## src/rtl/io_bus_master.sv

```systemverilog
// io_bus_master: initiator for the I/O memory bus.
// Single-word read/write commands, error response, interrupt acknowledge.
module io_bus_master #(
  parameter int ADDR_LIMIT  = 4096,
  parameter int READ_CYCLES = 1,
  parameter int ACK_TIMEOUT = 8
) (
  input  logic        clk,
  input  logic        reset,
  input  logic        cmd_valid,
  output logic        cmd_ready,
  input  logic        cmd_wr,
  input  logic [31:0] cmd_addr,
  input  logic [31:0] cmd_wdata,
  output logic        rsp_valid,
  output logic [31:0] rsp_rdata,
  output logic        rsp_err,
  output logic        dm_cs,
  output logic        dm_wr,
  output logic        dm_rd,
  output logic [31:0] Addr,
  output logic [31:0] D_Out,
  input  logic [31:0] D_In,
  input  logic        intr,
  output logic        int_ack,
  output logic        int_pending,
  input  logic        int_service
);

  typedef enum logic [2:0] {
    S_IDLE, S_WRITE, S_READ, S_RESP, S_ACK
  } state_t;

  state_t      r_state;
  state_t      w_next;
  logic [31:0] r_addr;
  logic [3:0]  r_cnt;
  logic [7:0]  r_tmo;
  logic        r_svc;

  logic        w_accept;
  logic        w_inrange;
  logic [32:0] w_end;
  logic        w_svc_nxt;

  logic        w_cmd_ready;
  logic        w_rsp_valid;
  logic [31:0] w_rsp_rdata;
  logic        w_rsp_err;
  logic        w_cs;
  logic        w_wr;
  logic        w_rd;
  logic [31:0] w_addr;
  logic [31:0] w_dout;
  logic        w_int_ack;

  // cmd_ready is only ever 1 in IDLE with no service request latched
  assign w_accept  = cmd_valid & cmd_ready;
  // 33-bit sum so that a wrap past 2^32 is caught as out of range
  assign w_end     = {1'b0, cmd_addr} + 33'd3;
  assign w_inrange = w_end < 33'(ADDR_LIMIT);

  always_ff @(posedge clk) begin
    if (reset) begin
      r_state     <= S_IDLE;
      cmd_ready   <= 1'b0;
      rsp_valid   <= 1'b0;
      rsp_rdata   <= '0;
      rsp_err     <= 1'b0;
      dm_cs       <= 1'b0;
      dm_wr       <= 1'b0;
      dm_rd       <= 1'b0;
      Addr        <= '0;
      D_Out       <= '0;
      int_ack     <= 1'b0;
      int_pending <= 1'b0;
    end else begin
      r_state     <= w_next;
      cmd_ready   <= w_cmd_ready;
      rsp_valid   <= w_rsp_valid;
      rsp_rdata   <= w_rsp_rdata;
      rsp_err     <= w_rsp_err;
      dm_cs       <= w_cs;
      dm_wr       <= w_wr;
      dm_rd       <= w_rd;
      Addr        <= w_addr;
      D_Out       <= w_dout;
      int_ack     <= w_int_ack;
      int_pending <= intr;
    end
  end

  always_ff @(posedge clk) begin
    if (reset) begin
      r_addr <= '0;
      r_cnt  <= '0;
      r_tmo  <= '0;
      r_svc  <= 1'b0;
    end else begin
      r_svc <= w_svc_nxt;
      if (w_accept) begin
        r_addr <= cmd_addr;
        r_cnt  <= 4'(READ_CYCLES);
      end else if (r_state == S_READ) begin
        r_cnt <= r_cnt - 4'd1;
      end
      if (r_state != S_ACK) begin
        r_tmo <= 8'(ACK_TIMEOUT);
      end else begin
        r_tmo <= r_tmo - 8'd1;
      end
    end
  end

  always_comb begin
    w_next = r_state;
    unique case (r_state)
      S_IDLE: begin
        if (r_svc)
          w_next = S_ACK;
        else if (w_accept)
          w_next = !w_inrange ? S_RESP :
                   cmd_wr     ? S_WRITE : S_READ;
        else if (int_service)
          w_next = S_ACK;
      end
      S_WRITE: w_next = S_RESP;
      S_READ:  w_next = (r_cnt == 4'd1) ? S_RESP : S_READ;
      S_RESP:  w_next = S_IDLE;
      S_ACK: begin
        if (!intr || r_tmo == 8'd1)
          w_next = S_IDLE;
      end
      default: w_next = S_IDLE;
    endcase
  end

  // Service requests are ignored while the acknowledge is in progress
  always_comb begin
    w_svc_nxt = r_svc;
    if (r_state == S_ACK) begin
      if (w_next == S_IDLE)
        w_svc_nxt = 1'b0;
    end else if (int_service) begin
      w_svc_nxt = 1'b1;
    end
  end

  always_comb begin
    w_cmd_ready = (w_next == S_IDLE) && !w_svc_nxt;
    w_cs        = (w_next == S_WRITE) || (w_next == S_READ);
    w_wr        = (w_next == S_WRITE);
    w_rd        = (w_next == S_READ);
    w_addr      = '0;
    if (w_cs)
      w_addr = (r_state == S_IDLE) ? cmd_addr : r_addr;
    w_dout      = w_wr ? cmd_wdata : 32'h0;
    w_rsp_valid = (w_next == S_RESP);
    w_rsp_err   = (w_next == S_RESP) && (r_state == S_IDLE);
    w_rsp_rdata = '0;
    if (w_next == S_RESP && r_state == S_READ)
      w_rsp_rdata = D_In;
    w_int_ack   = (w_next == S_ACK);
  end

endmodule

```

## config.mk

```make
export PLATFORM = sky130hd
export DESIGN_NAME = io_bus_master
export DESIGN_NICKNAME = d
export VERILOG_FILES = /design/src/rtl/io_bus_master.sv
export SDC_FILE = /design/constraint.sdc
export NUM_CORES = 1
export LEC_CHECK = 0
export BUFFER_PORTS_ARGS = -buffer_cell sky130_fd_sc_hd__buf_2
export CORE_UTILIZATION = 55
export CTS_BUF_LIST = sky130_fd_sc_hd__clkbuf_4
export CTS_CLUSTER_DIAMETER = 50
export DETAILED_ROUTE_END_ITERATION = 12
export HOLD_SLACK_MARGIN = 0.1
export PLACE_DENSITY_LB_ADDON = 0.05
export REMOVE_ABC_BUFFERS = 1
export SKIP_CTS_REPAIR_TIMING = 1
export SLEW_MARGIN = 20
export SYNTH_ARGS = -nofsm -noshare
export SYNTH_HDL_FRONTEND = slang
export SYNTH_SLANG_ARGS = --single-unit
```

## constraint.sdc

```tcl
create_clock -name clk -period 6.7 [get_ports clk]
set_input_delay 0 -clock clk [delete_from_list [all_inputs] [get_ports clk]]
set_output_delay 0 -clock clk [all_outputs]
set_load 0.1 [all_outputs]
```

# ---- Word level (Yosys, flattened, before mapping)
# Index checks and enable logic that the tools add are counted.
dict set report classes {
  mux 15
  n_lt_le_gt_ge 1
  bitwise 4
  n_div 0
  n_mul 0
  eq_ne 10
  reduce_logical 15
  shifts 0
  add_sub_neg 3
}
# cell count
set op_table {}
lappend op_table {{adder 32 x 2 -> 33 bit (second input constant)} 1}
lappend op_table {{< comparator 33 x 13 -> 1 bit (second input constant)} 1}
lappend op_table {{2-to-1 mux 32 bit} 1}
lappend op_table {{2-to-1 mux 3 bit} 4}
lappend op_table {{one-hot mux 3 bit (4 select lines)} 1}
lappend op_table {{OR reduction 2 bit} 5}
lappend op_table {{== test 3 x 2 -> 1 bit (second input constant)} 3}
lappend op_table {{== test 8 x 1 -> 1 bit (second input constant)} 1}
lappend op_table {{subtractor 8 x 1 -> 8 bit (second input constant)} 1}
lappend op_table {{== test 3 x 1 -> 1 bit (second input constant)} 2}
lappend op_table {{== test 3 bit (second input constant)} 2}
lappend op_table {{zero test 3 bit} 2}
lappend op_table {{2-to-1 mux 1 bit} 6}
lappend op_table {{== test 4 x 1 -> 1 bit (second input constant)} 1}
lappend op_table {{2-to-1 mux 2 bit} 2}
lappend op_table {{2-to-1 mux 4 bit} 1}
lappend op_table {{subtractor 4 x 1 -> 4 bit (second input constant)} 1}
lappend op_table {{logical AND 1 bit} 3}
lappend op_table {{inequality test 3 bit (second input constant)} 1}
lappend op_table {{inverter 1 bit} 3}
lappend op_table {{zero test 1 bit} 2}
lappend op_table {{logical OR 1 bit} 2}
lappend op_table {{nonzero test 2 bit} 1}
lappend op_table {{AND 1 bit} 1}
dict set report word_totals {
  word_cells 66
  inputBits 102
  latchBits 0
  ramBits 0
  reg_bits 152
  out_inout_bits 104
  n_memories 0
  rom_bits 0
}

# ---- Logic depth before layout (Yosys ltp)
# Gate-level depths: netlist of run 1.
dict set report logic_depth {
  depth_word 11
  ltp_mapped 10
  ltp_nobuf 8
}

# ---- Least setup slack after synthesis of run 1
# OpenSTA, ideal clock, no wires.
dict set report synth_path {
  path_kind {reg2reg}
  from {register cmd_ready}
  to {register Addr[10]}
  period_less_slack_ns 2.917
  setup_ns 0.076
  required_time_ns 6.624
  path_stages_with_launch 9
  arrival_time_ns 2.841
  path_slack_ns 3.783
  n_path_buf 2
  path_cell_list {dfxtp_1 > and2_1 > clkbuf_1 > nand4_1 > a2111oi_2 > o2111ai_1 > o31a_4 > buf_6 > nor3_2}
}
dict set report synth_between {
  elab_chain_cells 8
  elab_cells_between_ends 9
  classes_between {eq/ne: 2; mux: 3; bitwise: 2; reduce/logical: 2}
}
# item line_no
set synth_rtl {}
lappend synth_rtl {{start: declaration} 11} ;# output logic cmd_ready,
lappend synth_rtl {{start signal: assignment} 79} ;# cmd_ready <= w_cmd_ready;
lappend synth_rtl {{AND 1 bit (*)} 58} ;# assign w_accept = cmd_valid & cmd_ready;
lappend synth_rtl {{2-to-1 mux 3 bit (*)} 121} ;# else if (w_accept)
lappend synth_rtl {{2-to-1 mux 3 bit (*)} 119} ;# if (r_svc)
lappend synth_rtl {{one-hot mux 3 bit (4 select lines) (*)} 117} ;# unique case (r_state)
lappend synth_rtl {{== test 3 x 1 -> 1 bit / == test 3 x 2 -> 1 bit (equally long branches)} 151} ;# w_cs = (w_next == S_WRITE) || (w_next == S_READ);
lappend synth_rtl {{logical OR 1 bit (*)} 151}
lappend synth_rtl {{inverter 1 bit (no source line) (*)} --}
lappend synth_rtl {{OR reduction 2 bit (no source line) (*)} --}
lappend synth_rtl {{end signal: assignment} 86} ;# Addr <= w_addr;
lappend synth_rtl {{end: declaration} 21} ;# output logic [31:0] Addr,
# Every way passes the cells marked *; elsewhere a longest branch is shown, timed or not.
# A chain may end at the register's enable or synchronous reset.

# ---- Worst setup path in the final report of run 1
dict set report layout_path {
  from {input port cmd_addr[6]}
  to {register Addr[2]}
}
dict set report layout_between {
  elab_chain_cells 10
  elab_cells_between_ends 11
  classes_between {add/sub: 1; order compare: 1; eq/ne: 2; mux: 4; bitwise: 1; reduce/logical: 2}
}
# item line_no
set layout_rtl {}
lappend layout_rtl {{start: declaration} 13} ;# input logic [31:0] cmd_addr,
lappend layout_rtl {{adder 32 x 2 -> 33 bit (*)} 60} ;# assign w_end = {1'b0, cmd_addr} + 33'd3;
lappend layout_rtl {{< comparator 33 x 13 -> 1 bit (*)} 61} ;# assign w_inrange = w_end < 33'(ADDR_LIMIT);
lappend layout_rtl {{2-to-1 mux 2 bit (*)} 122} ;# w_next = !w_inrange ? S_RESP :
lappend layout_rtl {{2-to-1 mux 3 bit (*)} 121}
lappend layout_rtl {{2-to-1 mux 3 bit (*)} 119}
lappend layout_rtl {{one-hot mux 3 bit (4 select lines) (*)} 117}
lappend layout_rtl {{== test 3 x 1 -> 1 bit / == test 3 x 2 -> 1 bit (equally long branches)} 151}
lappend layout_rtl {{logical OR 1 bit (*)} 151}
lappend layout_rtl {{inverter 1 bit (no source line) (*)} --}
lappend layout_rtl {{OR reduction 2 bit (no source line) (*)} --}
# Marked as above.

==> results_dict.tcl, run 1 <==
set metrics [dict create \
    clock_path_buffers 2 \
    run_status "finished clean" \
    grtUsageMet2_pct 42.0 \
    cts_sinks 152 \
    use_met1_pct 28.4 \
    initial_core_util_pct 57.5 \
    max-cap-violations 0 \
    die_w_um 104 \
    grt_max_degree 51 \
    numPortBuffers 205 \
    wl_per_cell_um 15.4 \
    power_leakage_nw 3.72 \
    grt_util_met3_pct 8.37 \
    hold_end "r_addr[23]" \
    cp_max_fo 33 \
    synth_area_leaders "dfxtp_1 (53%), and2_1 (7.2%), mux2i_1 (6.1%)" \
    first_global_vias 4531 \
    power_switching_w 0.000567 \
    cp.arrival_ns 3.49 \
    clk_pin_slew_ns 0.13 \
    period_needed_ns 3.05 \
    vias_per_cell 5.08 \
    grt_busiest_layer "met2" \
    end_kind "flip-flop" \
    grt_first_pass_wirelength_mm 21.3 \
    p_int_w 0.00134 \
    antenna_left 0 \
    yosysSeqAreaShare_pct 53.4 \
    finalClockSkew_ns 0.0184 \
    ctsRootBufferMaster "clkbuf_4" \
    die_area_mm2 0.0108 \
    pwr-share-seq_pct 49.7 \
    row_count 36 \
    mostFrequentLayoutCell "buf_2" \
    fin_nets 983 \
    path_buf_inv 2 \
    fin_crit_sh_pct 45.5 \
    synth_cell_types 51 \
    clock_latency_ns 0.53 \
    worstMarginPinSlew_ns 1.04 \
    finalHoldViolations 0 \
    final_core_util_pct 81.9 \
    synth-edff-count 0 \
    antenna_cells 0 \
    fmax_mhz 328 \
    area_growth_pct 42.5 \
    gp_congestion 0.885 \
    synth_top_cell_by_area "dfxtp_1" \
    dr.pass1.iters 4 \
    irDropWorstVdd_mv 0.196 \
    grtUsageTotal_pct 24.7 \
    core_mm2 0.00991 \
    worst-r2r-cell-count 7 \
    synth-async-reset-ratio_pct 0 \
    rrSetupSlack_ns 3.96 \
    cp_slowest_cell "or4_1" \
    ys_ff_latch 152 \
    r2r_start "cmd_ready" \
    swShare_pct 29.7 \
    detail_route.iter0.violations 203 \
    wirelength_mm 15.8 \
    maxSlewHeadroom_pct 31.0 \
    layout-drive-gt1-share_pct 31.5 \
    antenna_found_initial 0 \
    holdPathStages 5 \
    synthCells 583 \
    drv_slew 0 \
    grt_remaining_overflow 0 \
    cts_buffers 17 \
    io_pins 206 \
    power_density_mw_per_mm2 236 \
    cpPeakStageDelay_ns 0.70 \
    hold_path.startpoint "cmd_valid" \
    place.detailed.hpwl_mm 9.23 \
    worst-setup-path-type "input pin to flip-flop" \
    fillers 590 \
    worstReg2RegEnd "Addr[2]" \
    p_clk_share_pct 30.9 \
    h-tree-depth 4 \
    min_path_type "input pin to flip-flop" \
    power.share.combinational_pct 19.4 \
    setup_viol 0 \
    required_ns 7.15 \
    timing.setup.tns_ns 0 \
    crit_family "compound AO/OA/AOI/OAI gates" \
    vias 5200 \
    yosysWarnings 0 \
    syn-cell-area_mm2 0.00570 \
    synth.top_cell.area_share_pct 53.4 \
    worstPathCellList "dlygate4sd3_1 -> buf_2 -> nand4_1 -> or4_1 -> xnor2_1 -> a2111oi_2 -> o2111ai_1 -> o31a_4 -> nor3_1" \
    cts_tree "built" \
    mostFrequentLayoutCells "buf_2 (205), dfxtp_1 (152), dlygate4sd3_1 (104)" \
    syn_area_per_cell_um2 9.77 \
    rsz0062_at_grt "false" \
    ys.flop_type "dfxtp_1" \
    start_kind "input pin" \
    detail_route.drc_violations 0 \
    dieHeight_um 104 \
]
layer usage:
metal | wire length, um | share of wire [%] | vias to the layer above
li1 | - | - | 2562
met1 | 6500 | 41 | 2409
met3 | 1100 | 7.0 | 25
met5 | 0 | 0 | -
met2 | 7900 | 50 | 204
met4 | 281 | 1.8 | 0
cells by family (layout without fill, tap and decap cells):
family          after synthesis  count (layout)  share of synthesized area (%)
flops                       152             152                           53.4
compound gates               65              65                           7.18
xor+xnor                     14              14                           2.15
mux                          35              35                           6.15
buf+inv                      46             353                           3.47
simple gates                267             267                           26.8
fa+ha+maj                     4               4                          0.879
power by group through the flow:
stage | Sequential [W] | Combinational, W | Clock (W)
final | 0.000950 | 0.000371 | 0.000591
after global routing | 0.000954 | 0.000397 | 0.000641
after CTS | 0.000950 | 0.000320 | 0.000599
after detailed placement | 0.000970 | 0.000319 | 0
after global placement | 0.000969 | 0.000311 | 0
after floorplan | 0.00103 | 0.000173 | 0
worst reg2reg max path: stages, from the launching register on:
cell	delay (ns)
dfxtp_1	0.35
and2_1	0.13
buf_4	0.37
nand4_1	0.18
a2111oi_2	0.34
o2111ai_1	0.35
o31a_4	0.67
nor3_1	0.27
area by class of cell:
| cell class | count | area (um^2) | area share (%) |
|---|---|---|---|
| clock buffer | 18 | 135 | 1.66 |
| clock inverter | 14 | 175 | 2.16 |
| inverter | 7 | 26.3 | 0.324 |
| multi-input combinational | 385 | 2470 | 30.4 |
| sequential | 152 | 3040 | 37.5 |
| tap | 133 | 166 | 2.05 |
| timing repair buffer | 314 | 2100 | 25.9 |
synthesized netlist by cell type, types with 2 or more instances:
| master | n |
|---|---|
| or3_1 | 4 |
| nor4_1 | 5 |
| a2111oi_0 | 2 |
| o21ai_0 | 5 |
| and3_1 | 4 |
| or4_1 | 4 |
| and2_1 | 66 |
| nand2_1 | 84 |
| nand2b_1 | 4 |
| mux2i_1 | 35 |
| buf_1 | 2 |
| nor2b_1 | 4 |
| buf_6 | 3 |
| xor2_1 | 4 |
| xnor2_1 | 10 |
| nor3_1 | 12 |
| nor3_2 | 30 |
| buf_2 | 2 |
| nor4b_1 | 2 |
| a21oi_1 | 39 |
| nand3_1 | 8 |
| o31ai_1 | 2 |
| inv_1 | 7 |
| nand4_1 | 8 |
| ha_1 | 4 |
| nor2_1 | 24 |
| clkbuf_1 | 32 |
| dfxtp_1 | 152 |
| nand4b_1 | 3 |
sequential cells by signal (all words and copies together), names as in the netlist:
name and cells:
dm_cs 1, rsp_valid 1, Addr 32, r_cnt 4
int_ack 1, r_tmo 8, D_Out 32, rsp_err 1
dm_rd 1, cmd_ready 1, r_svc 1, dm_wr 1
r_addr 32, r_state 3, rsp_rdata 32, int_pending 1
metrics by stage:
step                hold WS [ns]  setup slack [ns]  instances  total power [W]  cell area (um^2)
floorplan                 0.0691              2.57        544          0.00121              5530
global route               0.101              3.53       1023          0.00199              8120
finish                    0.0857              3.65       1023          0.00191              8120
global placement           0.199              3.92        887          0.00128              6770
detailed placement         0.201              3.78        887          0.00129              6770
CTS                       -0.376              3.98        919          0.00187              7080
worst max path at each step:
stage / start / endpoint / slack, ns / cells after the start
finish: cmd_addr[6] / Addr[2] / 3.65 / 9
global route: cmd_addr[6] / Addr[0] / 3.53 / 9
CTS: cmd_ready / Addr[2] / 3.98 / 7
detailed placement: cmd_addr[6] / Addr[2] / 3.78 / 8
global placement: cmd_addr[6] / Addr[1] / 3.92 / 8
floorplan: r_state[0] / Addr[30] / 2.57 / 3
Note: power is estimated with default switching activity, not from simulation.
==> run 2, diff against run 1 <==
--- a/config.mk
+++ b/config.mk
@@ -5,8 +5,9 @@
 export SDC_FILE = /design/constraint.sdc
 export NUM_CORES = 1
 export LEC_CHECK = 0
+export ABC_AREA = 1
 export BUFFER_PORTS_ARGS = -buffer_cell sky130_fd_sc_hd__buf_2
-export CORE_UTILIZATION = 55
+export CORE_UTILIZATION = 52
 export CTS_BUF_LIST = sky130_fd_sc_hd__clkbuf_4
 export CTS_CLUSTER_DIAMETER = 50
 export DETAILED_ROUTE_END_ITERATION = 12
==> constraint.sdc (replaced) <==
create_clock -name clk -period 2.95 [get_ports clk]
set_input_delay 0 -clock clk [delete_from_list [all_inputs] [get_ports clk]]
set_output_delay 0 -clock clk [all_outputs]
set_load 0.1 [all_outputs]
==> run 2 against run 1 <==
  * Area after synthesis grew 6.8%
  * Global-route usage decreased by 0.67 points
  * Non-clock buffer count grew 2
  * Wire length grew 7.5%
  * Critical path type unchanged
==> results_dict.tcl, run 2 <==
set metrics [dict create \
    mostFrequentLayoutCells "buf_2 (205), dfxtp_1 (152), nand2_1 (135)" \
    syn_area_per_cell_um2 7.51 \
    vias_per_cell 4.66 \
    maxSlewHeadroom_pct 54.7 \
    drv_slew 0 \
    antenna_left 0 \
    synth-edff-count 0 \
    pwr-share-seq_pct 43.4 \
    syn-cell-area_mm2 0.00608 \
    detail_route.drc_violations 0 \
    detail_route.iter0.violations 292 \
    synth.top_cell.area_share_pct 50.0 \
    rrSetupSlack_ns 0.65 \
    mostFrequentLayoutCell "buf_2" \
    min_path_type "input pin to flip-flop" \
    rsz0062_at_grt "false" \
    ys.flop_type "dfxtp_1" \
    synth-compound-area-share_pct 10.7 \
    power_switching_w 0.00207 \
    yosysSeqAreaShare_pct 50.0 \
    synth_most_common_cell "dfxtp_1" \
    grt_remaining_overflow 0 \
    die_area_mm2 0.0121 \
    antenna_found_initial 0 \
    cp-startpoint "cmd_addr[16]" \
    synth_cell_types 36 \
    ys_ff_latch 152 \
    cp.arrival_ns 2.90 \
    clock_latency_ns 0.55 \
    synthXorXnorAreaFrac_pct 0.720 \
    synth_top_family_by_area "simple AND/OR/NAND/NOR gates" \
    fillers 908 \
    row_count 39 \
    h-tree-depth 4 \
    fin_crit_sh_pct 84.3 \
    wl_per_cell_um 13.3 \
    place.detailed.hpwl_mm 10.6 \
    dr.max_layer_used "met4" \
    irDropWorstVdd_mv 0.458 \
    cts_sinks 152 \
    clk_pin_slew_ns 0.14 \
    synth-async-reset-ratio_pct 0 \
    vias 5938 \
    start_kind "input pin" \
    dr_wl_met2_mm 8.28 \
    placed_cells 1138 \
    power.share.combinational_pct 33.3 \
    final_core_util_pct 74.6 \
    multi_input_area_mm2 0.00238 \
    first_global_vias 4687 \
    worst-setup-path-type "input pin to flip-flop" \
    ctsRootBufferMaster "clkbuf_4" \
    area_growth_pct 40.0 \
    synth-simple-area-share_pct 26.7 \
    setup_viol 0 \
    core_mm2 0.0114 \
    p_clk_share_pct 23.4 \
    seq_area_mm2 0.00304 \
    power_density_mw_per_mm2 619 \
    clock_path_buffers 2 \
    wl_met1_mm 7.02 \
    end_kind "flip-flop" \
    dr.pass1.iters 5 \
    die_w_um 110 \
    placed_area_mm2 0.00721 \
    synth_fa_ha_area_share_pct 0.823 \
    synthCells 810 \
    grt_max_degree 37 \
    grt_first_pass_wirelength_mm 22.0 \
    numPortBuffers 205 \
    required_ns 3.36 \
    power_leakage_nw 4.34 \
    swShare_pct 39.3 \
    synth_top_cell_by_area "dfxtp_1" \
    antenna_cells 0 \
    synthMuxAreaShare_pct 0.165 \
    dr_wl_met3_mm 1.06 \
    wirelength_mm 17.0 \
    gp_congestion 0.946 \
    layout.cells.non_filler 1273 \
    r2r_start "r_tmo[3]" \
    io_pins 206 \
    cp-endpoint "rsp_rdata[24]" \
    period_needed_ns 2.49 \
    yosysWarnings 0 \
    worst-r2r-cell-count 9 \
    worstMarginPinSlew_ns 0.675 \
    run_status "finished clean" \
    worstReg2RegEnd "r_svc" \
    dieHeight_um 110 \
    finalHoldViolations 0 \
    cp_max_fo 32 \
    yosys-top-cells-count "dfxtp_1 (152), nand2_1 (137), inv_1 (133)" \
    layout-drive-gt1-share_pct 26.5 \
    max-cap-violations 0 \
    fmax_mhz 402 \
    initial_core_util_pct 53.3 \
    fin_nets 1224 \
    synth_area_leaders "dfxtp_1 (50%), nand2_1 (8.5%), inv_1 (8.2%)" \
    grtUsageTotal_pct 24.1 \
    holdWs_ns 0.210 \
    p_int_w 0.00320 \
    cts_tree "built" \
    final_cell_area_mm2 0.00852 \
    finalClockSkew_ns 0.0179 \
    cts_buffers 17 \
]
## run 2: cell count changes after synthesis, sizes merged, moves of 14 or more
cell,previous run,this run
inv,7,137
nand3,8,27
nor2,24,169
clkbuf,32,18
nor3,42,4
o21ai,6,69
nand2,84,141
and2,66,3
mux2i,35,1
## run 2: power groups by stage
stage                     logic (W)  registers (W)  clock network (W)
after detailed placement    0.00162        0.00233                  0
final                       0.00175        0.00228            0.00123
after CTS                   0.00162        0.00228            0.00127
after global routing        0.00192        0.00230            0.00135
after global placement      0.00162        0.00233                  0
after floorplan            0.000668        0.00293                  0
## run 2: kinds of logic after synthesis
family | after synthesis
multiplexers | 1
AO/OA/AOI/OAI | 123
XOR/XNOR | 5
adder cells (fa/ha/maj) | 4
flip-flops | 152
AND/OR/NAND/NOR | 360
buffers and inverters | 165
## run 2: per-layer routing
metal / track usage (%) / vias to the layer above
li1: - / 3093
met1: 27.7 / 2612
met2: 40.2 / 184
met3: 7.11 / 49
met4: 13.0 / 0
met5: 0 / -
## run 2: how the worst min path moves through the flow
stage | end | depth (start not counted) | from
6_report | D_Out[31] | 4 | cmd_wdata[31]
5_1_grt | rsp_rdata[28] | 4 | D_In[28]
4_1_cts | D_Out[30] | 3 | cmd_wdata[30]
3_5_place_dp | D_Out[22] | 3 | cmd_wdata[22]
3_3_place_gp | rsp_rdata[14] | 3 | D_In[14]
2_1_floorplan | r_cnt[0] | 1 | reset
## run 2: area by class of cell
class,count,area share [%]
clock buffer,18,1.59
clock inverter,13,1.51
inverter,138,6.08
multi-input combinational,493,27.9
sequential,152,35.7
tap,143,2.10
timing repair buffer,316,25.0
## run 2: through the flow
| stage | TNS, ns | power, W | setup WS (ns) |
|---|---|---|---|
| 2_1_floorplan | -69.02 | 0.00360 | -0.961 |
| 3_3_place_gp | 0 | 0.00394 | 0.523 |
| 3_5_place_dp | 0 | 0.00395 | 0.506 |
| 4_1_cts | 0 | 0.00518 | 0.702 |
| 5_1_grt | 0 | 0.00557 | 0.140 |
| 6_report | 0 | 0.00527 | 0.465 |
## run 2: critical path, stage by stage
cell	delay, ns
dlygate4sd3_1	0.52
buf_2	0.16
nand2_1	0.10
nor2_1	0.23
and2_1	0.24
nand3_1	0.09
nand2_1	0.07
nand2_1	0.06
nor2_1	0.12
nand2_1	0.08
nor2_2	0.11
nand3_2	0.12
a21oi_4	0.22
nor2_2	0.05
nand2_1	0.09
inv_2	0.05
nand2_2	0.43
nor2_1	0.13
